$ cat config.mk
export PLATFORM = sky130hd
export DESIGN_NAME = score_display_engine
export DESIGN_NICKNAME = d
export VERILOG_FILES = /design/src/rtl/score_display_pkg.sv /design/src/rtl/numbers_rom.sv /design/src/rtl/score_display_bcd_seq_converter.sv /design/src/rtl/score_display_engine.sv
export SDC_FILE = /design/constraint.sdc
export NUM_CORES = 1
export LEC_CHECK = 0
export ABC_AREA = 1
export BUFFER_PORTS_ARGS = -buffer_cell sky130_fd_sc_hd__buf_2
export CORE_ASPECT_RATIO = 1.5
export CORE_MARGIN = 5
export CORE_UTILIZATION = 62
export CTS_BUF_LIST = sky130_fd_sc_hd__clkbuf_8
export DETAILED_ROUTE_END_ITERATION = 8
export PLACE_DENSITY = 0.87
export SLEW_MARGIN = 30
export SYNTH_ARGS = -nofsm -noshare
export SYNTH_HDL_FRONTEND = slang
export SYNTH_SLANG_ARGS = --single-unit
$ cat constraint.sdc
create_clock -name clk -period 2.16 [get_ports clk]
set_clock_uncertainty 0.2 [all_clocks]
set_input_delay 0.432 -clock clk [delete_from_list [all_inputs] [get_ports clk]]
set_output_delay 0.432 -clock clk [all_outputs]
set_load 0.01 [all_outputs]
$ cat src/rtl/score_display_pkg.sv
// Shared constants, converter state encoding and helpers for the score renderer.
package score_display_pkg;

  localparam int GLYPH_W  = 16;
  localparam int GLYPH_H  = 16;
  localparam int ROM_ROWS = 160;

  typedef enum logic [1:0] {
    IDLE    = 2'd0,
    CONVERT = 2'd1,
    DONE    = 2'd2
  } conv_state_t;

  // Largest value representable with the given number of decimal digits.
  function automatic int unsigned max_score(input int unsigned num_digits);
    int unsigned m;
    m = 1;
    for (int i = 0; i < num_digits; i++) m = m * 10;
    return m - 1;
  endfunction

endpackage

$ cat src/rtl/numbers_rom.sv
// Synchronous glyph ROM: ten 16x16 seven-segment digits stacked vertically.
module numbers_rom (
  input  logic       clk,
  input  logic [7:0] row,
  input  logic [3:0] col,
  output logic       color_data
);

  function automatic logic glyph_pixel(input logic [7:0] r_addr, input logic [3:0] c);
    logic [6:0] seg;
    logic [3:0] r;
    logic h_top, h_mid, h_bot, h_cols, v_up, v_lo, left, right;
    r = r_addr[3:0];
    case (r_addr[7:4])
      4'd0: seg = 7'b1111110;
      4'd1: seg = 7'b0110000;
      4'd2: seg = 7'b1101101;
      4'd3: seg = 7'b1111001;
      4'd4: seg = 7'b0110011;
      4'd5: seg = 7'b1011011;
      4'd6: seg = 7'b1011111;
      4'd7: seg = 7'b1110000;
      4'd8: seg = 7'b1111111;
      4'd9: seg = 7'b1111011;
      default: seg = 7'b0000000;
    endcase
    h_top  = (r >= 4'd1)  && (r <= 4'd2);
    h_mid  = (r >= 4'd7)  && (r <= 4'd8);
    h_bot  = (r >= 4'd13) && (r <= 4'd14);
    h_cols = (c >= 4'd3)  && (c <= 4'd12);
    v_up   = (r >= 4'd1)  && (r <= 4'd8);
    v_lo   = (r >= 4'd7)  && (r <= 4'd14);
    left   = (c >= 4'd2)  && (c <= 4'd3);
    right  = (c >= 4'd12) && (c <= 4'd13);
    return (seg[6] && h_top && h_cols) || (seg[5] && right && v_up) ||
           (seg[4] && right && v_lo)   || (seg[3] && h_bot && h_cols) ||
           (seg[2] && left && v_lo)    || (seg[1] && left && v_up) ||
           (seg[0] && h_mid && h_cols);
  endfunction

  // Registered read: data for an address appears one cycle later.
  always_ff @(posedge clk) begin
    color_data <= glyph_pixel(row, col);
  end

endmodule

$ cat src/rtl/score_display_bcd_seq_converter.sv
// Sequential double-dabble binary to BCD converter with saturation.
module bcd_seq_converter
  import score_display_pkg::*;
#(
  parameter int SCORE_W    = 8,
  parameter int NUM_DIGITS = 3
) (
  input  logic                    clk,
  input  logic                    reset,
  input  logic                    start,
  input  logic [SCORE_W-1:0]      bin,
  output logic                    idle,
  output logic                    done,
  output logic [4*NUM_DIGITS-1:0] bcd
);

  localparam int          BCD_W = 4 * NUM_DIGITS;
  localparam int          SR_W  = SCORE_W + BCD_W;
  localparam int          CNT_W = $clog2(SCORE_W + 1);
  localparam int unsigned MAX   = max_score(NUM_DIGITS);

  conv_state_t      state, state_nxt;
  logic [SR_W-1:0]  sr, adj, sr_step;
  logic [CNT_W-1:0] cnt;
  logic             sat;
  logic             load;

  assign load = start && ((state == IDLE) || (state == DONE));

  // State register; reset abandons any conversion in progress.
  always_ff @(posedge clk or negedge reset) begin
    if (!reset) state <= IDLE;
    else        state <= state_nxt;
  end

  // Next-state: SCORE_W shift steps, one DONE cycle, then restart or idle.
  always_comb begin
    state_nxt = state;
    case (state)
      IDLE:    if (start) state_nxt = CONVERT;
      CONVERT: if (cnt == CNT_W'(SCORE_W - 1)) state_nxt = DONE;
      DONE:    state_nxt = start ? CONVERT : IDLE;
      default: state_nxt = IDLE;
    endcase
  end

  // One double-dabble step: add 3 to BCD nibbles >= 5, then shift left.
  always_comb begin
    adj = sr;
    for (int i = 0; i < NUM_DIGITS; i++) begin
      if (adj[SCORE_W+4*i +: 4] >= 4'd5)
        adj[SCORE_W+4*i +: 4] = adj[SCORE_W+4*i +: 4] + 4'd3;
    end
    sr_step = {adj[SR_W-2:0], 1'b0};
  end

  // Shift register, step counter and out-of-range flag.
  always_ff @(posedge clk or negedge reset) begin
    if (!reset) begin
      sr  <= '0;
      cnt <= '0;
      sat <= 1'b0;
    end else if (load) begin
      sr  <= {{BCD_W{1'b0}}, bin};
      cnt <= '0;
      sat <= ({{(32-SCORE_W){1'b0}}, bin} > MAX);
    end else if (state == CONVERT) begin
      sr  <= sr_step;
      cnt <= cnt + CNT_W'(1);
    end
  end

  assign idle = (state == IDLE);
  assign done = (state == DONE);
  assign bcd  = sat ? {NUM_DIGITS{4'd9}} : sr[SR_W-1 -: BCD_W];

endmodule

$ cat src/rtl/score_display_engine.sv
// Score overlay: converts, stages and frame-commits digits, then renders pixels.
module score_display_engine
  import score_display_pkg::*;
#(
  parameter int NUM_DIGITS   = 3,
  parameter int SCORE_W      = 8,
  parameter int X0           = 500,
  parameter int Y0           = 96,
  parameter int BLANK_LZ     = 1,
  parameter int BLINK_FRAMES = 32
) (
  input  logic               clk,
  input  logic               reset,
  input  logic               playing_reg,
  input  logic               score_valid,
  input  logic [SCORE_W-1:0] score,
  input  logic               frame_tick,
  input  logic [9:0]         x,
  input  logic [9:0]         y,
  output logic               score_on,
  output logic               busy
);

  localparam int BCD_W   = 4 * NUM_DIGITS;
  localparam int BOX_W   = GLYPH_W * NUM_DIGITS;
  localparam int BLINK_W = ($clog2(BLINK_FRAMES + 1) > 3) ? $clog2(BLINK_FRAMES + 1) : 3;

  logic               conv_idle, conv_done, conv_start;
  logic [SCORE_W-1:0] conv_bin;
  logic [BCD_W-1:0]   conv_bcd;
  logic               pending;
  logic [SCORE_W-1:0] pending_val;
  logic [BCD_W-1:0]   staged, shown;
  logic [BLINK_W-1:0] blink;

  assign conv_start = (conv_idle && (score_valid || pending)) || (conv_done && pending);
  assign conv_bin   = (conv_idle && score_valid) ? score : pending_val;
  assign busy       = !conv_idle || pending;

  bcd_seq_converter #(.SCORE_W(SCORE_W), .NUM_DIGITS(NUM_DIGITS)) u_conv (
    .clk   (clk),
    .reset (reset),
    .start (conv_start),
    .bin   (conv_bin),
    .idle  (conv_idle),
    .done  (conv_done),
    .bcd   (conv_bcd)
  );

  // One-deep pending slot for strobes that arrive while the converter is busy.
  always_ff @(posedge clk or negedge reset) begin
    if (!reset) begin
      pending     <= 1'b0;
      pending_val <= '0;
    end else if (score_valid && !conv_idle) begin
      pending     <= 1'b1;
      pending_val <= score;
    end else if (conv_start) begin
      pending     <= 1'b0;
    end
  end

  // Staged digits take the converter result during its DONE cycle.
  always_ff @(posedge clk or negedge reset) begin
    if (!reset)         staged <= '0;
    else if (conv_done) staged <= conv_bcd;
  end

  // Frame commit of displayed digits and blink countdown.
  always_ff @(posedge clk or negedge reset) begin
    if (!reset) begin
      shown <= '0;
      blink <= '0;
    end else if (frame_tick) begin
      shown <= staged;
      if ((staged != shown) && (BLINK_FRAMES > 0)) blink <= BLINK_W'(BLINK_FRAMES);
      else if (blink != '0)                        blink <= blink - BLINK_W'(1);
    end
  end

  logic [10:0] dx;
  logic [3:0]  dy_low;
  logic        inbox;
  logic [3:0]  digit_val;
  logic        lz_hit, zero_run, blank;

  assign dx     = {1'b0, x} - 11'(X0);
  assign dy_low = 4'({1'b0, y} - 11'(Y0));
  assign inbox  = ({1'b0, x} >= 11'(X0)) && ({1'b0, x} < 11'(X0 + BOX_W)) &&
                  ({1'b0, y} >= 11'(Y0)) && ({1'b0, y} < 11'(Y0 + GLYPH_H));

  // Pick the digit under the pixel and decide leading-zero and blink blanking.
  always_comb begin
    digit_val = 4'd0;
    lz_hit    = 1'b0;
    zero_run  = 1'b1;
    for (int k = 0; k < NUM_DIGITS; k++) begin
      zero_run = zero_run && (shown[BCD_W-1-4*k -: 4] == 4'd0);
      if (dx[10:4] == 7'(k)) begin
        digit_val = playing_reg ? shown[BCD_W-1-4*k -: 4] : 4'd0;
        lz_hit    = zero_run && (k != NUM_DIGITS - 1);
      end
    end
    blank = playing_reg && (((blink != '0) && blink[2]) || ((BLANK_LZ != 0) && lz_hit));
  end

  logic       inbox_s1, blank_s1, inbox_s2, blank_s2, color_data;
  logic [7:0] row_s1;
  logic [3:0] col_s1;

  // Stage 1: ROM address plus box and blank flags.
  always_ff @(posedge clk or negedge reset) begin
    if (!reset) begin
      inbox_s1 <= 1'b0;
      blank_s1 <= 1'b0;
      row_s1   <= '0;
      col_s1   <= '0;
    end else begin
      inbox_s1 <= inbox;
      blank_s1 <= blank;
      row_s1   <= {digit_val, dy_low};
      col_s1   <= dx[3:0];
    end
  end

  numbers_rom u_rom (
    .clk        (clk),
    .row        (row_s1),
    .col        (col_s1),
    .color_data (color_data)
  );

  // Stage 2: flags delayed to line up with the ROM output.
  always_ff @(posedge clk or negedge reset) begin
    if (!reset) begin
      inbox_s2 <= 1'b0;
      blank_s2 <= 1'b0;
    end else begin
      inbox_s2 <= inbox_s1;
      blank_s2 <= blank_s1;
    end
  end

  assign score_on = color_data && inbox_s2 && !blank_s2;

endmodule

Word level (Yosys, flattened, before mapping)
Memory sizes are Yosys's and may differ from the RTL's.
Index checks and enable logic that the tools add are counted.
- bits in registers: 82
- bits in latches: 0
- memory bits (writable): 0
- ROM bits: 112
- output and inout bits: 2
- memories kept: 1
- memory list (name ; words ; width ; rd ports ; clocked after Yosys merged registers in ; write ports ; line ; source):
    (name not given) ; 16 ; 7 ; 1 ; 0 ; 0 ; numbers_rom.sv:14 ; case (r_addr[7:4])
- $add $sub $neg: 7
- multipliers: 0
- divide/modulo/power cells: 0
- $lt $le $gt $ge: 19
- equality and inequality tests: 8
- shifts and indexed selects: 0
- muxes and demuxes: 25
- bitwise gates (word level): 0
- reduce and logical (&&, ||, !) cells: 58
- operator list (cell ; count):
    $mux W20 ; 2
    $mux W4 ; 10
    $logic_and A1 B1 Y1 ; 35
    $ge A4 B3 Y1 const B ; 4
    $le A4 B4 Y1 const B ; 4
    $mux W6 ; 2
    $ne A12 B12 Y1 ; 1
    $logic_or A1 B1 Y1 ; 11
    $sub A10 B9 Y11 const B ; 1
    $ge A10 B7 Y1 const B ; 1
    $ge A10 B9 Y1 const B ; 1
    $lt A10 B10 Y1 const B ; 1
    $lt A10 B7 Y1 const B ; 1
    $add A4 B2 Y4 const B ; 2
    $ge A4 B2 Y1 const B ; 2
    $ge A4 B4 Y1 const B ; 2
    $le A4 B2 Y1 const B ; 2
    $logic_not A4 Y1 ; 2
    $mux W8 ; 1
    $eq A7 B1 Y1 const B ; 1
    $eq A7 B2 Y1 const B ; 1
    $logic_not A7 Y1 ; 1
    $mux W1 ; 6
    $pmux W2 S3 ; 1
    other kinds (16) ; 22

Longest topological paths before layout
Gate-level depths: netlist of run 1.
- depth in word-level cells: 10
- mapped depth: 12
- depth with buffers taken out: 12

Modules after synthesis
Synthesis of run 1 repeated with hierarchy kept, for this count alone.
- cell total of the unflattened synthesis: 579
- area, all modules: 4521.8 um^2
- by module, submodules not included (module ; times used ; cells an instance ; area an instance (um^2)):
    score_display_engine ; 1 ; 328 ; 2733.9
    bcd_seq_converter ; 1 ; 175 ; 1378.8
    numbers_rom ; 1 ; 76 ; 409.1

Worst setup path before layout of run 1
Ideal clock, no wire load.
- kind: in2reg
- from: input port x[2]
- to: register row_s1[6]
- arrival time: 1.397 ns
- data required time: 1.836 ns
- slack: 0.439 ns
- stages: 11
- cell sequence: inv_1 ha_1 inv_1 nor2_1 nor2_1 inv_1 nand2_1 nor2_1 and2_2 nand3_1 nand3_1
- cells in the longest elaborated chain, start to end: 5
- elaborated cells between the ends (all ways): 7
- classes of those cells: 1 x add/sub; 2 x eq/ne; 3 x mux; 1 x reduce/logical
- RTL lines (what ; line ; source):
    from (decl) ; score_display_engine.sv:18 ; input logic [9:0] x,
    $sub A10 B9 Y11 (*) ; score_display_engine.sv:87 ; assign dx = {1'b0, x} - 11'(X0);
    $logic_not A7 Y1 ; score_display_engine.sv:99 ; if (dx[10:4] == 7'(k)) begin
    $mux W4 (2 in series) ; score_display_engine.sv:99 ;
    $mux W4 (*) ; score_display_engine.sv:99 ;
    named net digit_val[2] ; score_display_engine.sv:84 ; logic [3:0] digit_val;
    to (signal assigned) ; score_display_engine.sv:121 ; row_s1 <= {digit_val, dy_low};
    to (decl) ; score_display_engine.sv:108 ; logic [7:0] row_s1;
The timed path passes the listed nets; every way through them passes the cells marked *.
A chain may end at the register's enable or synchronous reset.

Worst setup path after layout of run 1
- from: register u_conv.state[1]
- to: register u_conv.sr[6]
- cells in the longest elaborated chain, start to end: 5
- elaborated cells between the ends (all ways): 12
- classes of those cells: 2 x eq/ne; 2 x mux; 8 x reduce/logical
- RTL lines (what ; line ; source):
    from (decl) ; score_display_bcd_seq_converter.sv:22 ; conv_state_t state, state_nxt;
    from (signal assigned) ; score_display_bcd_seq_converter.sv:33 ; else state <= state_nxt;
    $eq A2 B2 Y1 / $logic_not A2 Y1 (equally long branches) ; score_display_bcd_seq_converter.sv:28, score_display_bcd_seq_converter.sv:74, score_display_bcd_seq_converter.sv:73 ;
    $logic_and A1 B1 Y1 ; score_display_engine.sv:36 ; assign conv_start = (conv_idle && (score_valid || pending)) || (conv_done && pending);
    $logic_or A1 B1 Y1 ; score_display_engine.sv:36 ;
    $logic_and A1 B1 Y1 ; score_display_bcd_seq_converter.sv:28 ; assign load = start && ((state == IDLE) || (state == DONE));
    $mux W20 / $reduce_bool A2 Y1 (equally long branches) ; n/a ;
    to (signal assigned) ; score_display_bcd_seq_converter.sv:64 ; sr <= {{BCD_W{1'b0}}, bin};
    to (signal assigned) ; score_display_bcd_seq_converter.sv:68 ; sr <= sr_step;
    to (decl) ; score_display_bcd_seq_converter.sv:23 ; logic [SR_W-1:0] sr, adj, sr_step;
Parallel ways exist; a longest one is shown, timed or not.

==> results.md, run 1 <==
- The initial antenna violation count came to 0.
- The overall power after layout is 5.67 mW.
- The die height is 112 um.
- Once detailed placement completed, the half-perimeter wirelength came to 6760 um.
- The number of flops mapped to enable cells by yosys is 0.
- After detailed routing, the met3 layer carries about 370 um of wire.
- Of the post-synthesis cell area, the part taken by muxes is 0.0316.
- The number of antenna diodes in the final layout is 0.
- Across all setup checks in the final design, the least slack found is roughly 290 ps.
- The DRC violation count after routing is 0.
- The run finished with clean final reports.
- The width of the die is 77.8 um.
- The delay contributed by the slowest stage of the critical path is 420 ps.
- Of the total synthesized cell area, the portion taken by XOR and XNOR cells is 0.0430.
- Clock tree synthesis selected as its root buffer the cell clkbuf_8.
- Buffers placed on the I/O ports in this run total 34.
- The number of H-tree levels is 3.
- The number of buffers on the longest clock path is 2.
- The first-pass iteration count of the detailed router is 4.
- The number of global-route vias before repair is 3,709.
- The number of cells upsized or downsized after cts is 0.
- The count of endpoints failing hold in the final timing report came to 0.
- Clock-pin slew was measured on the worst setup and hold paths at 90 ps.
- Of the total synthesized cell area, the portion taken by full adders, half adders and majority gates is 0.0498.
- The first routing iteration left 202 violations.
- The synthesized net count is 542.
- The remaining global-route overflow is 0.
- At the pin with the least slew margin, the transition time is 687 ps.
- The highest clock rate is ~540 MHz.
- Dividing the final minimum period by the clock period gives 0.865.
- The maximum number of pins on one net before global-route repair is between 40 and 50.
- The worst supply voltage drop on vdd is ~940 uV.
- The ratio of routed vias to standard cells is 5.70.
- The area of the die is a little under 0.009 mm^2.
- The portion of the post-synthesis area used by sequential elements is 0.479.
- The critical path goes through nor2_1 -> nand2_2 -> nand2_1 -> nor2_2 -> inv_2 -> o21ai_0 -> o22ai_1.
- The number of max-slew violations in the final report came to 0.
- The CTS tree is built.
- The largest driver fanout on the critical path is 25.
- The required time reported for the critical path endpoint is 2240 ps.
- The uppermost layer routed is met4.
- The critical path is of the reg -> reg type.
- Yosys mapped the design onto 40 distinct sky130hd cell types.
- The synthesis warning total is 0.
- The congestion estimate from routability-driven global placement came to slightly above 0.9.
- The share of the synthesized area in compound gates (AO/OA/AOI/OAI) is 0.118.
- The worst setup path is launched from a flop.
- The combinational family with the most area after synthesis is simple AND/OR/NAND/NOR gates.
- Among all flip-flop cells after synthesis, the most frequent one is dfrtp_1.
- The final layout contains 591 nets.
- The kind of capture point of the worst setup path is a flop.
- The leakage power total is 2.43 nW.
- The number of clock sinks is between 80 and 90.
- The count of final setup violators is 0.
- The effective utilization at floorplan is 0.628.
- Timing analysis after detailed placement gives a worst setup slack of 149 ps.
- The cell count after synthesis is just under 500.
- Summed over all failing endpoints, the final setup total negative slack is 0 ps.
- The async set-or-reset flop fraction in the synthesized netlist is 0.988.
- The cell area that synthesis handed to floorplanning was 0.00427 mm^2.
- The synthesized area divided by synthesized cell count is 8.68 um^2.
- The path class of the lowest-slack min-delay path is in -> reg.
- The post-synthesis to final-layout area growth is 13.3%.
- The total global routing track utilization is 0.225.
- After synthesis the netlist holds a flip-flop and latch count of between 80 and 90.
- The cell type of the slowest stage on the worst timing path is dfrtp_1.
- The ratio of cells with drive above 1 in the final layout is 0.168.
- Across the run, the number of max-cap violations was 0.
- The first global-routing pass estimated 15,900 um of wire.
- The count of buffers added by post-CTS timing repair for setup is 0.
- Pin placement for this block handled 35 I/O pins.
- The minimum clock period after layout is 1870 ps.
- The met2 wirelength from detailed routing is 5170 um.
- The data arrival time at the worst-slack endpoint is ~2000 ps.
- The clock buffer count from CTS is 9.
- In this run, placement finished with an instance count of 601.
- The final route contains ~3,600 vias.
- The number of non-filler instances in the completed layout is 624.
- Setup repair after global routing left no endpoint under its margin.
- The final antenna-violating net count is 0.
- Power spread over the standard cell area amounts to 1170 mW/mm^2.
- The clock insertion delay at the later pin of the skew report is 360 ps.
- The floorplan has 37 rows.
- The total length of routed wires is 9160 um.
- The per-cell routed wire length is 14.7 um.
- Of the total synthesized cell area, the portion taken by AND, OR, NAND and NOR gates is 0.211.
- The core box area is 0.00681 mm^2.
- The met1 wire length is 3270 um.
- The headroom to the max-slew limit is 0.541.
-- sequential cells by signal, indices dropped and copies added (netlist names) --
name              flops
u_rom.color_data      1
u_conv.cnt            4
shown                12
inbox_s1              1
blank_s2              1
u_conv.state          2
inbox_s2              1
pending_val           8
row_s1                8
col_s1                4
u_conv.sr            20
staged               12
blink                 6
pending               1
blank_s1              1
-- cells by family after synthesis --
| kind of cell | Yosys count |
|---|---|
| AOI/OAI and AO/OA | 89 |
| DFF | 82 |
| buffers and inverters | 76 |
| adders and majority gates | 17 |
| muxes | 12 |
| xor gates and xnor gates | 21 |
| and+or+nand+nor | 195 |
-- report_power, final --
group          internal (mW)  switching (mW)  leakage [nW]
logic                  0.862            1.23          1.30
registers               2.06           0.396          1.03
clock network          0.544           0.587         0.100
total                   3.46            2.21          2.43
-- Yosys cell counts (3+ instances only) --
cell type / instances / area [um^2]
nor2_1: 33 / 124
dfrtp_1: 81 / 2030
o21ai_0: 44 / 220
nor2_4: 3 / 33.8
nand2_1: 89 / 334
nand4_1: 7 / 43.8
inv_1: 62 / 233
xor2_1: 13 / 114
mux2_2: 12 / 135
o21ai_1: 10 / 50.1
a21oi_1: 10 / 50.1
nand2_2: 5 / 31.3
o22ai_1: 11 / 68.8
nor4_1: 3 / 18.8
nand3_1: 37 / 185
or2_2: 3 / 18.8
xnor2_1: 8 / 70.1
clkbuf_1: 8 / 30.0
o221ai_1: 5 / 43.8
ha_1: 17 / 213
nor2_2: 4 / 25.0
buf_2: 3 / 15.0
-- final cells by class --
type	count	area (um^2)
well taps	78	97.6
flip-flops and latches	82	2050
clock inverters	7	77.6
fillers	500	1960
repair buffers	49	315
clock buffers	9	124
inverters	65	244
multi-input cells	334	1940
-- per-layer routing --
layer / track usage / vias up
li1: - / 1721
met4: 0.115 / 0
met3: 0.0518 / 31
met5: 0 / -
met2: 0.410 / 97
met1: 0.232 / 1706
-- final timing paths --
path / from / endpoint / slack [ps] / depth (start not counted)
worst max-delay path: u_conv.state[1] / u_conv.sr[6] / 290 / 7
worst min-delay path: y[4] / inbox_s1 / 30 / 2
worst max register to register: u_conv.state[1] / u_conv.sr[6] / 290 / 7
worst min register to register: inbox_s1 / inbox_s2 / 160 / 0
max in group asynchronous: reset / u_conv.cnt[3] / 790 / 3
min in group asynchronous: reset / blink[5] / 410 / 2
-- critical path: cells and delay by family, from the launching register on --
kind	cells	cell delay, ps
and+or+nand+nor	4	490
DFF	1	420
AOI/OAI and AO/OA	2	330
buffers and inverters	1	330
-- cells in the final DEF (no fill, tap or decap), types with 8 or more instances in the layout --
master    synthesis  routed
a21oi_1          10      10
buf_2             3      33
buf_4             0       8
clkbuf_8          0       9
dfrtp_1          81      81
ha_1             17      17
inv_1            62      62
mux2_2           12      12
nand2_1          89      89
nand3_1          37      37
nor2_1           33      33
o21ai_0          44      44
o21ai_1          10      10
o22ai_1          11      11
xnor2_1           8       8
xor2_1           13      13
-- per-stage QoR --
stage	utilization	area, um^2	hold WS (ps)
2_1_floorplan	-	4270	-63.6
3_3_place_gp	0.672	4570	137
3_5_place_dp	0.672	4570	139
4_1_cts	0.712	4840	11.9
5_1_grt	0.712	4840	10.7
6_report	0.712	4840	31.3
-- timing repair --
action | in CTS | in global routing
hold endpoints to repair | 47 | 0
endpoints found under the setup margin | 0 | 0
hold buffers | 7 | 0
(Power assumes the default switching activity.)
==> run 2, diff against run 1 <==
- ABC_AREA: 1 -> default
==> run 2 against run 1 <==
  * Die area decreased by 1.4%
  * Count of clock-buffer cells in the layout stayed put
  * Cell count decreased by 15%
  * Sequential power up 3%
  * Setup slack worse by 140 ps
  * Clock power is 7% higher
  * Non-clock buffer count increased by 3
  * Via count shrank 12%
  * Power fell by 0.99%
  * Critical path depth decreased by 5
  * Critical path type is now reg -> out
==> results.md, run 2 <==
- The power per cell area is 1170 mW/mm^2.
- Measured in cells, the most critical reg-to-reg path has a length of 6.
- Based on the critical path, the design can be clocked at up to ~500 MHz.
- The share of total power dissipated in sequential elements is 0.451.
- The worst reg-to-reg setup slack is 250 ps.
- After clock tree synthesis, the repair step resized 0 gates.
- The register area is approximately 0.0020 mm^2.
- After synthesis, the mean cell area works out to ~11 um^2.
- The termination of the worst setup path is busy.
- The synthesized design contains 0 enable-type register cells.
- The largest single stage delay on the critical path is 500 ps.
- The area growth from synthesis to layout is 13.9%.
- Setup violations remaining at the end of the flow were counted as 0.
- For this run, asynchronously set or reset flops after synthesis account for 0.988.
- The die is between 70 and 80 um wide.
- For this run, design rule violations remaining after detail routing come to 0.
- The antenna diode count is 0.
- Power comes to ~5.6 mW.
- The worst setup path is launched from a flop.
- The initial utilization of the core area, before any placement, comes to 0.640.
- The launch point of the worst path is u_conv.state[0].
- Ranked by flip-flop count, first place goes to u_conv.sr.
- Once layout is complete, the utilization of the core stands at 0.729.
- The library cell with the largest summed area after synthesis is dfrtp_1.
- For this design the static power due to leakage is between 2 and 2.5 nW.
- The largest registers in the layout are u_conv.sr: 20 flops, shown: 12 flops, staged: 12 flops.
- The sum of negative setup slack is 0 ps.
- The synthesized net count is 446.
- At the later pin of the worst-skew pair, clock insertion delay measures 360 ps.
- The number of max-slew violations in the final report is 0.
- In the global route stage, overall resource usage came out at 0.213.
- Entering global routing, the biggest net connects 49 pins.
- Among all flip-flop cells after synthesis, the most frequent one is dfrtp_1.
- The post-layout net count is 497.
- The Yosys step of the flow raised 0 warnings.
- Of the cells placed in the final design, the portion with a size suffix greater than 1 is 0.237.
- Summing every instance area after synthesis gives 0.00421 mm^2.
- The number of global-route vias before repair is 3,341.
- From bottom edge to top edge, the die measures around 110 um.
- The data arrival time at the worst-slack endpoint is 1370 ps.
- At the worst endpoint, the required time is 1530 ps.
- The area of combinational cells with multiple inputs is 0.00203 mm^2.
- Dividing the detail-routed wire length by the instance count gives 16.4 um.
- The tightest min-delay check is of the in -> reg type.
- TritonCTS built the clock tree.
- The analysis attributes to net switching a power of 2.03 mW.
- The number of H-tree levels is 3.
- The core box area is 0.00658 mm^2.
- Input and output buffers added on the ports amount to 34.
- The number of clock sinks is approximately 80.
- Using the TritonRoute via totals, the vias-per-cell ratio works out to 5.90.
- Walking the worst path, the cells encountered are or3_1 -> buf_2.
- The area of the die is roughly 0.0086 mm^2.
- After clock tree synthesis, the clock-pin slew on the worst setup and hold paths is 80 ps.
- The wire length of the first global-routing pass is roughly 15,000 um.
- The headroom to the max-slew limit is 0.594.
- The number of design-rule violations left by the first detailed-router iteration is 183.
- The tree is rooted in a clkbuf_8.
- The number of placement rows is 36.
- Ranked by total cell area, the synthesized netlist is headed by dfrtp_1, mux2_2, ha_1.
- The count of endpoints failing hold in the final timing report is 0.
- The count of buffers added by post-CTS timing repair for setup is 0.
- Along the worst path, the maximum fanout reaches 9.
- The remaining global-route overflow is 0.
- The number of cells on the worst hold path is 2.
- The top cell types in the final layout, fill and taps aside, are dfrtp_1, nand2_1, buf_2, mux2_2, xor2_1.
- The terminus of the critical flop-to-flop path is u_conv.sr[5].
- The worst setup path is captured at a primary output.
- The distinct cell type count of the synthesized netlist is 51.
- Of the total power, the clock network draws 0.216.
- For this design the top-level I/O count stands at 35.
- At the pin with the least slew margin, the transition time is about 600 ps.
- The clock passes through at most 2 buffers.
- The final antenna-violating net count is 0.
- The most common cell after layout, fill and taps aside is dfrtp_1.
- The minimum clock period after layout is ~2000 ps.
- TritonCTS created 9 clock buffers.
- Across the run, the number of max-cap violations was 0.
- Of the total power, the share spent switching nets is 0.362.
- Setup repair after global routing left no endpoint under its margin.
- Summed over all nets, the half-perimeter wirelength after detailed placement is roughly 6200 um.
- Yosys instantiated no cell more often than dfrtp_1.
- The internal power consumption is 3.58 mW.
- The slowest stage of the critical path is the dfrtp_1 cell.
- The initial antenna violation count is 0.
- The post-route fraction of the period consumed by the critical path is 0.928.
- The filler cells instantiated in the layout total 466.
- By startpoint and endpoint, the worst setup path is classified as reg -> out.
- The worst register-to-register path begins at u_conv.state[0].
- The register with the most flip-flops in the layout has 20 of them.
- Wires add up to 8650 um.
- In this run, synthesis produced a sequential element count of 82.
- The source of the worst hold timing path is y[9].
- Routability-driven placement finished with a final weighted congestion of slightly above 0.8.
- The run finished with clean final reports.
- The worst supply voltage drop on vdd is 768 uV.
- The cell count after synthesis is 396.
- The total number of vias is 3,117.
- The pre-antenna-repair detailed-routing pass consisted of 4 iterations.
- The share of total power dissipated in combinational logic is 0.333.
- The commonest cells after synthesis are dfrtp_1, nand2_1, mux2_2.
- The share of the Yosys chip area taken by registers is 0.486.
- Of the post-synthesis cell area, the dominant cell type holds 0.482.
run 2: cell count changes in the layout (fill, tap and decap cells not counted), sizes merged, moves of 8 or more:
cell,before,now
o21ai,54,27
o22ai,11,0
a21oi,11,19
mux2,12,32
nand2,94,52
nand3,37,10
inv,66,17
xor2,13,25
nand2b,0,13
nor2,40,18
run 2: how the worst min path moves through the flow:
stage / to / slack (ps)
after detailed placement: inbox_s2 / 130
after CTS: inbox_s1 / 30
after global placement: blank_s2 / 130
after floorplan: blank_s1 / -60
final: inbox_s1 / 40
after global routing: inbox_s1 / 40
run 2: metrics by stage:
step / instance area, um^2 / std cells / worst slack (ps) / hold WS (ps)
detailed placement: 4500 / 505 / 12.5 / 135
global route: 4790 / 528 / 90.5 / 36.1
floorplan: 4210 / 396 / 195 / -63.6
CTS: 4790 / 528 / 133 / 31.1
global placement: 4500 / 505 / 60.7 / 133
finish: 4790 / 528 / 156 / 41.1
run 2: cells by family after synthesis:
kind of cell / share of synthesized area
DFF: 0.486
muxes: 0.0856
AOI/OAI and AO/OA: 0.128
xor gates and xnor gates: 0.0663
buffers and inverters: 0.0303
adders and majority gates: 0.0505
and+or+nand+nor: 0.152
run 2: power by group through the flow:
stage | registers (mW) | clock network, mW | logic, mW
finish | 2.53 | 1.21 | 1.87
floorplan | 2.39 | 0 | 1.46
global route | 2.60 | 1.30 | 2.12
detailed placement | 2.55 | 0 | 1.85
CTS | 2.53 | 1.23 | 1.88
global placement | 2.51 | 0 | 1.72
run 2: worst max-delay path: cells and delay by family, from the launching register on:
kind	cells	cell delay, ps
buf+inv	1	140
flops	1	500
simple gates	1	380
run 2: layout make-up:
type,instances,share of cell area
clock inverter,7,0.0198
clock buffer,9,0.0258
sequential,82,0.427
inverter,16,0.0125
timing repair buffer,52,0.0705
tap,76,0.0198
multi-input combinational,286,0.424
run 2: routing by layer:
layer	vias up	GRT usage	share of wire
met5	-	0	0
met4	0	0.109	0.031
met3	26	0.0439	0.030
met2	67	0.386	0.57
met1	1528	0.227	0.37
li1	1496	-	-
run 2: timing repair:
| item | 4_1_cts | 5_1_grt |
|---|---|---|
| endpoints found under the hold margin | 39 | 0 |
| endpoints found under the setup margin | 0 | 0 |
| hold buffers | 7 | 0 |
==> run 3, diff against run 2 <==
- ABC_AREA: default -> 1
- HOLD_SLACK_MARGIN: default -> 0.08
==> run 3 against run 2 <==
  * Die area increased by 1.4%
  * Register-to-register slack better by 30 ps
  * Count of clock-buffer cells in the layout is the same
  * Sequential share of layout area decreased by 0.62 points
  * Global-route usage rose by 1.3 points
  * Sequential cell count did not move
  * Hold slack better by 64 ps
  * Cell count rose by 19%
  * Final area increased by 1.5%
  * Via count increased by 14%
  * Setup slack better by 120 ps
  * Critical path type is now reg -> reg
  * Critical endpoint is now u_conv.sr[6]
  * Largest cell class unchanged
  * Largest power group unchanged
==> results.md, run 3 (synthesis gave the netlist of run 1 again) <==
- The run finished with clean final reports.
- Measured against its own limit, the worst slew margin works out to 0.549.
- At the pin with the least slew margin, the transition time is 675 ps.
- Entering global routing, the biggest net connects 45 pins.
- The routed design could run at a clock period as short as 1880 ps.
- The number of global-route vias before repair is 3,736.
- After detailed routing, the number of remaining DRC violations is 0.
- The ratio of routed vias to standard cells is ~5.7.
- Clock tree synthesis inserted a total of 9 buffers.
- The clock tree synthesis step divided the H-tree into 3 levels.
- The post-synthesis to final-layout area growth is 13.8%.
- The die is 77.8 um wide.
- The element type at the critical path start is a flop.
- In this run, the number of DRC markers left after iteration 0 of detailed routing was 178.
- The root buffer cell chosen for the clock tree is clkbuf_8.
- The initial antenna violation count was 0.
- The worst reg-to-reg setup slack is 280 ps.
- The total length of routed wires is 9200 um.
- The tool flagged a number of max-cap violations equal to 0.
- For this configuration, the core starts out at a cell density of 0.628.
- For this block, the via count after detailed routing is 3,560.
- The CTS tree is built.
- The final antenna-violating net count is 0.
- Setup violations remaining at the end of the flow were counted as 0.
- The library cell used most frequently in the layout, excluding fill and tap cells, is nand2_1.
- Counting flops per register, the top entry is u_conv.sr.
- The global placement routability congestion is 0.908.
- The setup slack after placement is 149 ps.
- For this run, the total global-route usage over all layers was measured as 0.226.
- The number of cells upsized or downsized after cts is 0.
- The die covers ~0.0087 mm^2.
- STA puts the critical path data arrival time at approximately 2000 ps.
- The post-route fraction of the period consumed by the critical path is 0.870.
- The first-pass iteration count of the detailed router is 4.
- Dividing the detail-routed wire length by the instance count gives 14.7 um.
- The CTS clock-pin slew for the worst setup and hold paths is 90 ps.
- The count of buffers added by post-CTS timing repair for setup is 0.
- The required time reported for the critical path endpoint is 2240 ps.
- In the layout the commonest cells are nand2_1, dfrtp_1, inv_1, o21ai_0, nand3_1.
- The number of max-slew violations in the final report is 0.
- The kind of capture point of the worst setup path is a flop.
- Dividing total power by cell area gives a power density of 1170 mW/mm^2.
- The count of hold buffers inserted by post-cts repair is 9.
- The tightest min-delay check is of the in -> reg type.
- The sum of negative setup slack is 0 ps.
- The register with the most flip-flops in the layout has 20 of them.
- The die is 112 um tall.
- Setup repair after global routing left no endpoint under its margin.
- The total overflow left after global routing is 0.
- The repair_antennas step left the layout with diodes totalling 0.
- Measured on the finished design, the core utilization comes to 0.714.
- The count of boundary I/O pins is 35.
- The worst setup slack after layout is 281 ps.
- The clock passes through at most 2 buffers.
- The clock insertion delay at the later pin of the skew report is 370 ps.
- The highest clock rate is about 530 MHz.
- The worst supply voltage drop on vdd is 934 uV.
- The leakage power total is between 2 and 2.5 nW.
- The ratio of cells with drive above 1 in the final layout is 0.168.
- Input and output buffers added on the ports amount to 34.
- The post-DP HPWL is 6760 um.
- After the last flow step, the layout net total stands at 593.
- The core box area is 0.00681 mm^2.
- The first global-routing pass estimated 15,900 um of wire.
- In the final layout, the registers with the most flip-flops are u_conv.sr: 20 flops, shown: 12 flops, staged: 12 flops.
- The number of clock sinks is 82.
- The count of endpoints failing hold in the final timing report is 0.
- The critical path is of the reg -> reg type.
- The number of placement rows is 37.
- The largest driver fanout on the critical path is 25.
run 3: cell types whose count changed in the layout (fill, tap and decap cells not counted), sizes merged, moves of 20 or more:
cell | previous run | this run
inv | 17 | 66
nand2 | 52 | 94
nand3 | 10 | 37
o21ai | 27 | 54
nor2 | 18 | 40
mux2 | 32 | 12
run 3: per-stage QoR:
stage / hold WS (ps) / area (um^2) / std cells / power [mW]
floorplan: -63.6 / 4270 / 492 / 3.92
global placement: 137 / 4570 / 601 / 4.33
detailed placement: 139 / 4570 / 601 / 4.50
CTS: 97.0 / 4860 / 626 / 5.67
global route: 113 / 4860 / 626 / 6.09
finish: 105 / 4860 / 626 / 5.67
run 3: layout make-up:
class                           count  area (um^2)
Clock buffer                        9          124
Sequential cell                    82         2050
Multi-Input combinational cell    334         1940
Clock inverter                      7         77.6
Timing Repair Buffer               51          335
Inverter                           65          244
Tap cell                           78         97.6
Fill cell                         499         1940
run 3: final timing paths:
path | depth (start not counted) | end | from
setup / recovery | 7 | u_conv.sr[6] | u_conv.state[1]
hold reg to reg | 0 | inbox_s2 | inbox_s1
max in group asynchronous | 3 | u_conv.cnt[3] | reset
hold / removal | 2 | pending_val[6] | score[6]
setup reg to reg | 7 | u_conv.sr[6] | u_conv.state[1]
min in group asynchronous | 2 | blink[5] | reset
run 3: layer usage:
layer	track usage	vias to the layer above	routed length (um)
met1	0.232	1721	3320
met4	0.115	0	317
met3	0.0518	29	342
met5	0	-	0
li1	-	1724	-
met2	0.414	86	5220
run 3: power breakdown:
| group | internal [mW] | switching (mW) | leakage [nW] |
|---|---|---|---|
| clock | 0.543 | 0.583 | 0.100 |
| sequential | 2.06 | 0.396 | 1.03 |
| combinational | 0.865 | 1.23 | 1.31 |
run 3: critical path, stage by stage, from the launching register on:
cell and delay [ps]:
dfrtp_1 420, nor2_1 160, nand2_2 70, nand2_1 180, nor2_2 80, inv_2 340
o21ai_0 190, o22ai_1 150
